`src/rtl/arbiter8_pri.sv`:
```
// 8-requester priority arbiter: registered one-hot grant, hold limit, one-cycle turnaround gap.
// Define ROUND_ROBIN_EN for a rotating priority pointer; otherwise index 7 always has priority.
module arbiter8_pri #(
  parameter int MAX_HOLD = 16,
  parameter int CNT_W    = 5
) (
  input  logic       iClk,
  input  logic       iRst,
  input  logic [7:0] iReq,
  input  logic       iEI,
  output logic [7:0] oGnt,
  output logic [2:0] oGntIdx,
  output logic       oValid,
  output logic       oEO,
  output logic       oTimeout
);

  typedef enum logic [1:0] {IDLE, GRANT, GAP} state_t;

  state_t           stateReg, stateNext;
  logic [CNT_W-1:0] cntReg;
  logic [7:0]       maskReg, maskNext, elig;
  logic [2:0]       encIdx;
  logic             encHit, releaseHit, timeoutHit, revoke, eoNext;

  assign elig   = iReq & ~maskReg;
  assign encHit = |elig;

`ifdef ROUND_ROBIN_EN
  logic [2:0] ptrReg;
  logic [2:0] cand;

  // Walk from the lowest priority up to the pointer so the last hit is the winner.
  always_comb begin
    encIdx = '0;
    cand   = '0;
    for (int off = 7; off >= 0; off--) begin
      cand = ptrReg - 3'(off);
      if (elig[cand]) encIdx = cand;
    end
  end
`else
  always_comb begin
    encIdx = '0;
    for (int i = 0; i < 8; i++) begin
      if (elig[i]) encIdx = 3'(i);
    end
  end
`endif

  assign releaseHit = ~iReq[oGntIdx];
  // With MAX_HOLD == 0 the counter may wrap freely; it is never compared.
  assign timeoutHit = (MAX_HOLD != 0) && (cntReg == CNT_W'(MAX_HOLD));
  assign revoke     = (stateReg == GRANT) && !releaseHit && timeoutHit;

  always_comb begin
    stateNext = stateReg;
    case (stateReg)
      IDLE:    if (!iEI && encHit) stateNext = GRANT;
      GRANT:   if (releaseHit || timeoutHit) stateNext = GAP;
      GAP:     stateNext = IDLE;
      default: stateNext = IDLE;
    endcase
  end

  assign eoNext = !iEI && (stateNext == IDLE) && !encHit;

  // A mask bit survives only while its request stays high; a revoke sets it.
  generate
    for (genvar gi = 0; gi < 8; gi++) begin : g_mask
      assign maskNext[gi] = (revoke && (oGntIdx == 3'(gi))) ? 1'b1 : (maskReg[gi] & iReq[gi]);
    end
  endgenerate

  always_ff @(posedge iClk) begin
    if (iRst) begin
      stateReg <= IDLE;
      cntReg   <= '0;
      maskReg  <= '0;
      oGnt     <= '0;
      oGntIdx  <= '0;
      oValid   <= 1'b0;
      oEO      <= 1'b0;
      oTimeout <= 1'b0;
`ifdef ROUND_ROBIN_EN
      ptrReg   <= 3'd7;
`endif
    end else begin
      stateReg <= stateNext;
      maskReg  <= maskNext;
      oEO      <= eoNext;
      oTimeout <= revoke;
      case (stateReg)
        IDLE: begin
          if (stateNext == GRANT) begin
            oGnt    <= 8'b1 << encIdx;
            oGntIdx <= encIdx;
            oValid  <= 1'b1;
            cntReg  <= CNT_W'(1);
`ifdef ROUND_ROBIN_EN
            ptrReg  <= encIdx - 3'd1;
`endif
          end
        end
        GRANT: begin
          if (stateNext == GAP) begin
            oGnt   <= '0;
            oValid <= 1'b0;
          end else begin
            cntReg <= cntReg + CNT_W'(1);
          end
        end
        default: ;
      endcase
    end
  end

endmodule

```
`config.mk`:
```
export PLATFORM = sky130hd
export DESIGN_NAME = arbiter8_pri
export DESIGN_NICKNAME = d
export VERILOG_FILES = /design/src/rtl/arbiter8_pri.sv
export SDC_FILE = /design/constraint.sdc
export NUM_CORES = 1
export LEC_CHECK = 0
export CAP_MARGIN = 20
export CORE_MARGIN = 2
export CORE_UTILIZATION = 30
export CTS_CLUSTER_DIAMETER = 200
export DETAILED_ROUTE_END_ITERATION = 10
export HOLD_SLACK_MARGIN = 0.12
export PLACE_DENSITY = 0.59
export SYNTH_ARGS = -nofsm -noshare
export SYNTH_HDL_FRONTEND = slang
export SYNTH_SLANG_ARGS = --single-unit
```
`constraint.sdc`:
```
create_clock -name iClk -period 1.8 [get_ports iClk]
set_input_delay 0.18 -clock iClk [delete_from_list [all_inputs] [get_ports iClk]]
set_output_delay 0.18 -clock iClk [all_outputs]
set_load 0.01 [all_outputs]
```
== Word-level counts from Yosys, hierarchy flattened ==
Cells that the tools add are included.

* Register bits: 29
* Output and inout bits: 14
* Word-level logic and storage cells: 89

* Add/subtract/negate cells: 1
* Magnitude comparators: 1
* Eq/ne operators: 14
* Shifts and indexed selects: 1
* Muxes and demuxes: 29
* Bitwise operators: 11
* Reductions and logical operators: 24

{| class="wikitable"
|+ Operators by type and width
! operator !! count
|-
| $mux 8 || 2
|-
| $pmux 8 s2 || 1
|-
| $logic_and 1x1->1 || 13
|-
| $eq 3x3->1 const B || 4
|-
| $mux 1 || 12
|-
| $mux 3 || 4
|-
| $mux 5 || 2
|-
| $pmux 5 s2 || 1
|-
| $and 1x1->1 || 8
|-
| $and 8x8->8 || 1
|-
| $mux 2 || 4
|-
| $not 8->8 || 1
|-
| $reduce_or 8->1 || 1
|-
| $shl 1x3->8 const A || 1
|-
| $eq 3x2->1 const B || 2
|-
| $reduce_and 3->1 || 2
|-
| $add 5x1->5 const B || 1
|-
| $eq 5x5->1 const B || 1
|-
| $eq 2x1->1 const B || 2
|-
| $logic_not 2->1 || 2
|-
| $lt 3x4->1 const B || 1
|-
| $ne 2x2->1 const B || 2
|-
| $pmux 2 s2 || 1
|-
| $bmux 1 s3 || 1
|-
| other kinds (10) || 11
|}

== Longest topological paths before layout ==
* Depth after elaboration: 12
* Mapped depth: 7
* Depth with buffers taken out: 7

== Worst setup path after synthesis ==
Ideal clock, no wire load.

* Path type: flip-flop to flip-flop
* Start: reg oGntIdx[1]
* End: reg oGnt[7]
* Arrival time: 1636 ps
* Data required time: 1667 ps
* Slack: 31 ps
* Cell stages (with the launch flop): 6
* Path buffers: 0
* Clock period less this slack: 1769 ps
* Cell sequence: dfxtp_1 > mux2_1 > or3_1 > and4_1 > a21oi_4 > o32ai_1

* Word-level cells in the longest chain between the ends: 9

{| class="wikitable"
|+ RTL lines
! item !! line !! source
|-
| from (decl) || 12 || <nowiki>output logic [2:0] oGntIdx,</nowiki>
|-
| from (signal assigned) || 97 || <nowiki>oGntIdx <= encIdx;</nowiki>
|-
| $bmux 1 s3 * || 51 || <nowiki>assign releaseHit = ~iReq[oGntIdx];</nowiki>
|-
| $mux 1 (implied by the code) * || 51 ||
|-
| $not 1->1 * || 51 ||
|-
| $logic_or 1x1->1 * || 60 || <nowiki>GRANT: if (releaseHit || timeoutHit) stateNext = GAP;</nowiki>
|-
| $mux 2 * || 60 ||
|-
| $pmux 2 s2 * || 58 || <nowiki>case (stateReg)</nowiki>
|-
| $eq 2x1->1 or $eq 2x2->1 (tied branches) || 95, 106 ||
|-
| $ne 2x2->1 (no source line) or $ne 2x1->1 (tied branches) || -- ||
|-
| $reduce_and 3->1 (no source line) * || -- ||
|-
| to (signal assigned) || 96 || <nowiki>oGnt <= 8'b1 << encIdx;</nowiki>
|-
| to (decl) || 11 || <nowiki>output logic [7:0] oGnt,</nowiki>
|}

Mark *: on every way between the ends. The rest lies on a longest branch, timed or not. The select of a mux whose other input is x is not followed.
A chain may end at the register's enable or synchronous reset.

== Worst setup path in the final report ==
* Start: reg oGntIdx[1]
* End: reg cntReg[2]

* Word-level cells in the longest chain between the ends: 9

{| class="wikitable"
|+ RTL lines
! item !! line !! source
|-
| $bmux 1 s3 * || 51 ||
|-
| $mux 1 (implied by the code) * || 51 ||
|-
| $not 1->1 * || 51 ||
|-
| $logic_or 1x1->1 * || 60 ||
|-
| $mux 2 * || 60 ||
|-
| $pmux 2 s2 * || 58 ||
|-
| $eq 2x2->1 or $eq 2x1->1 (tied branches) || 106, 95 ||
|-
| $ne 2x2->1 (no source line) || -- ||
|-
| $reduce_and 3->1 (no source line) * || -- ||
|-
| to (signal assigned) || 110 || <nowiki>cntReg <= cntReg + CNT_W'(1);</nowiki>
|-
| to (decl) || 21 || <nowiki>logic [CNT_W-1:0] cntReg;</nowiki>
|}

Marks and branches as above.

==> results.rst <==
.. list-table::
   :header-rows: 1

   * - Metric
     - Value
   * - Ant. Diodes
     - 0
   * - Critical path arrival
     - 1.90 ns
   * - Maximum number of pins on one net before global-route repair
     - 22
   * - Clock latency at the later pin of the worst-skew pair
     - 0.28 ns
   * - Number of antenna violations at the first check in global routing
     - 0
   * - Number of cell rows
     - 24
   * - Post-synth ARST share
     - 0
   * - Number of global-route vias before repair
     - 1310
   * - Most common cell after layout, fill and taps aside
     - sky130_fd_sc_hd__buf_4
   * - Count of unique library cells instantiated by Yosys
     - 39
   * - Post-route antenna net violation count
     - 0
   * - Setup crit end kind
     - flip-flop
   * - Adder-Cell Fraction of Synth Area
     - 0.0179
   * - Commonest non-fill, non-tap cells in the layout
     - sky130_fd_sc_hd__buf_4, sky130_fd_sc_hd__dfxtp_1, sky130_fd_sc_hd__clkdlybuf4s50_1
   * - Post-detailed-route via-to-cell ratio
     - 5.11
   * - Maximum clock rate
     - slightly below 600 MHz
   * - Die height
     - 72.3 µm
   * - Die area
     - 5230 µm²
   * - CP required
     - 1.97 ns
   * - Final clock period utilization by the worst path
     - 0.961
   * - CTS sink count
     - 29
   * - Number of remaining DRC errors
     - 0
   * - Cell count after synthesis
     - 160
   * - Clock H-tree levels
     - 2
   * - Number of buffers inserted by hold repair at cts
     - 0
   * - Critical path's largest stage delay
     - 0.36 ns
   * - Die boundary width
     - 72.3 µm
   * - Drt wl/cell
     - 13.4 µm
   * - Count of endpoints failing hold in the final timing report
     - 0
   * - Standard cell with the maximum stage delay on the critical path
     - sky130_fd_sc_hd__or3_1
   * - Vias post-DR
     - ~1.4k
   * - Type of the worst min-delay path
     - reg -> reg
   * - Worst setup skew after layout
     - 0.00693 ns
   * - Measured slew at the worst slew-check pin
     - 0.369 ns
   * - Remaining global-route overflow
     - 0
   * - Reported max-cap violation count
     - 0
   * - Xor/xnor cell area share of the yosys netlist
     - 0
   * - Worst relative slew slack
     - 0.753
   * - Share of synthesized area spent on multiplexers
     - 0.0259
   * - Count of input and output buffers
     - 24
   * - Detail Placement HPWL
     - 2.73 mm
   * - Max rail drop VDD
     - 0.445 mV
   * - Final critical delay including setup and external delays
     - around 1.7 ns
   * - Simple-gate portion of the synthesized area
     - 0.261
   * - Wire length of the first global-routing pass
     - about 6.1 mm
   * - Placeable core region
     - 4410 µm²
   * - Register bit count reported by yosys
     - 29
   * - Warnings from Yosys
     - 0
   * - Area grow syn2layout
     - 46.0%
   * - DRC violation total after the first TritonRoute iteration
     - 58
   * - Fraction of the mapped netlist area in compound gates
     - 0.223
   * - Fraction of layout cells with a size suffix above 1
     - 0.242
   * - Mapped Nets
     - 173
   * - Leakage component of the power
     - 0.000768 µW
   * - Tot GR Track Use
     - 0.151
   * - Post-Syn Area
     - 1400 µm²
   * - Filler cells
     - ~440
   * - Slew Viols, Final
     - 0
   * - Top Ports
     - 25
   * - Combinational family with the most area after synthesis
     - simple AND/OR/NAND/NOR gates
   * - Pwr/cell area
     - 774 nW/µm²
   * - Root buf cell
     - sky130_fd_sc_hd__clkbuf_8
   * - Number of failing setup endpoints in the final timing report
     - 0
   * - Class of the most critical setup path
     - reg -> reg
   * - Sequential-to-total area share from yosys stat
     - 0.415
   * - Mean cell area of the mapped netlist
     - 8.75 µm²
   * - Run status
     - finished, final reports clean
   * - Most used flip-flop cell after synthesis
     - sky130_fd_sc_hd__dfxtp_1
   * - Area after detailed placement
     - 1910 µm²
   * - Number of CTS-inserted buffers
     - 5
   * - Summed negative setup slack over all endpoints
     - 0 ns
   * - Chain of cells forming the critical path
     - mux2_1, or3_1, buf_4, nand4_1, nor4_1, o31a_1
   * - TritonCTS clock tree
     - done
   * - DRT Pass-1 Iters
     - 4
   * - Worst slack on hold paths
     - 0.450 ns
   * - Initial standard-cell utilization of the core
     - 0.317
   * - Wire length after detailed routing
     - 3.63 mm
   * - Critical-path maximum fanout
     - 3
   * - Number of synthesized flops with an enable pin
     - 0
   * - Setup crit start kind
     - flip-flop
   * - Reg clk slew, reported paths
     - 0.06 ns
   * - Worst-case register-to-register setup slack
     - 0.07 ns
   * - Final total power
     - 1580 µW
   * - GP Congestion
     - 0.851
   * - Net count, final
     - around 230
   * - Summed area of non-filler cells in the final layout
     - a little over 2000 µm²
   * - Clock Path Buffers
     - 2
==> area by class of cell <==
type | count | area [µm²] | area share
multi-input cells | 112 | 767 | 0.375
well taps | 52 | 65.1 | 0.0318
clock buffers | 7 | 86.3 | 0.0422
repair buffers | 58 | 495 | 0.242
flip-flops and latches | 29 | 582 | 0.285
inverters | 13 | 48.8 | 0.0239
==> synth_stat cells (2+ instances only) <==
cell | count | area [µm²]
sky130_fd_sc_hd__o2111ai_1 | 2 | 17.5
sky130_fd_sc_hd__and4_1 | 2 | 17.5
sky130_fd_sc_hd__nor3_1 | 5 | 25.0
sky130_fd_sc_hd__o31a_1 | 2 | 17.5
sky130_fd_sc_hd__and3_1 | 3 | 18.8
sky130_fd_sc_hd__nor4_1 | 2 | 12.5
sky130_fd_sc_hd__dfxtp_1 | 29 | 581
sky130_fd_sc_hd__o21ai_0 | 2 | 10.0
sky130_fd_sc_hd__inv_1 | 13 | 48.8
sky130_fd_sc_hd__a21oi_1 | 5 | 25.0
sky130_fd_sc_hd__clkbuf_1 | 4 | 15.0
sky130_fd_sc_hd__ha_1 | 2 | 25.0
sky130_fd_sc_hd__a211oi_1 | 2 | 15.0
sky130_fd_sc_hd__nand2b_1 | 8 | 50.1
sky130_fd_sc_hd__or3_1 | 3 | 18.8
sky130_fd_sc_hd__o22ai_1 | 7 | 43.8
sky130_fd_sc_hd__o32ai_1 | 7 | 61.3
sky130_fd_sc_hd__nand4_1 | 4 | 25.0
sky130_fd_sc_hd__nor2_1 | 5 | 18.8
sky130_fd_sc_hd__nor2b_1 | 4 | 25.0
sky130_fd_sc_hd__o21ai_1 | 6 | 30.0
sky130_fd_sc_hd__nand2_1 | 22 | 82.6
sky130_fd_sc_hd__nand3_1 | 5 | 25.0
==> worst paths after layout <==
check                           startpoint         to  cells past startpoint
worst max-delay path            oGntIdx[1]  cntReg[2]                      6
worst min-delay path               oGnt[4]    oGnt[4]                      2
worst max register to register  oGntIdx[1]  cntReg[2]                      6
worst min register to register     oGnt[4]    oGnt[4]                      2
==> timing repair <==
action,4_1_cts,5_1_grt
setup endpoints to repair,0,14
buffers inserted,0,2
gates resized for setup,0,9
endpoints found under the hold margin,0,0
==> worst max-delay path: cells and delay by family, from the launching register on <==
family	cells	cell delay, ns
multiplexers	1	0.32
AND/OR/NAND/NOR	3	0.55
AO/OA/AOI/OAI	1	0.23
flip-flops	1	0.34
buffers and inverters	1	0.17
==> logic make-up after synthesis <==
group / count (synthesis)
flops: 29
mux: 3
simple gates: 67
fa+ha+maj: 2
buf+inv: 19
compound gates: 40
==> metal layers <==
layer  up-vias  wire length, µm  global-route usage
li1        705                -                   -
met1       639             1750               0.216
met2        34             1630               0.225
met3         7              200              0.0347
met4         0               47              0.0503
met5         -                0                   0
==> registers in the layout, summed over array words and instances, names as in the netlist <==
signal and count:
maskReg 8, oGnt 8, cntReg 5, oGntIdx 3, stateReg 2, oEO 1
oTimeout 1, oValid 1
==> where the power goes <==
| part | internal [µW] | switching (µW) | leakage, µW |
|---|---|---|---|
| registers | 665 | 18.2 | 0.000236 |
| clock network | 303 | 237 | 0.0000443 |
| logic | 184 | 176 | 0.000488 |
==> metrics by stage <==
step	setup WS, ns	std cells	utilization
2_1_floorplan	0.0307	160	-
3_3_place_gp	-0.202	262	0.434
3_5_place_dp	-0.221	262	0.434
4_1_cts	0.00926	269	0.453
5_1_grt	-0.0243	271	0.463
6_report	0.0707	271	0.463
No activity file was read; power rests on OpenSTA's default activity.
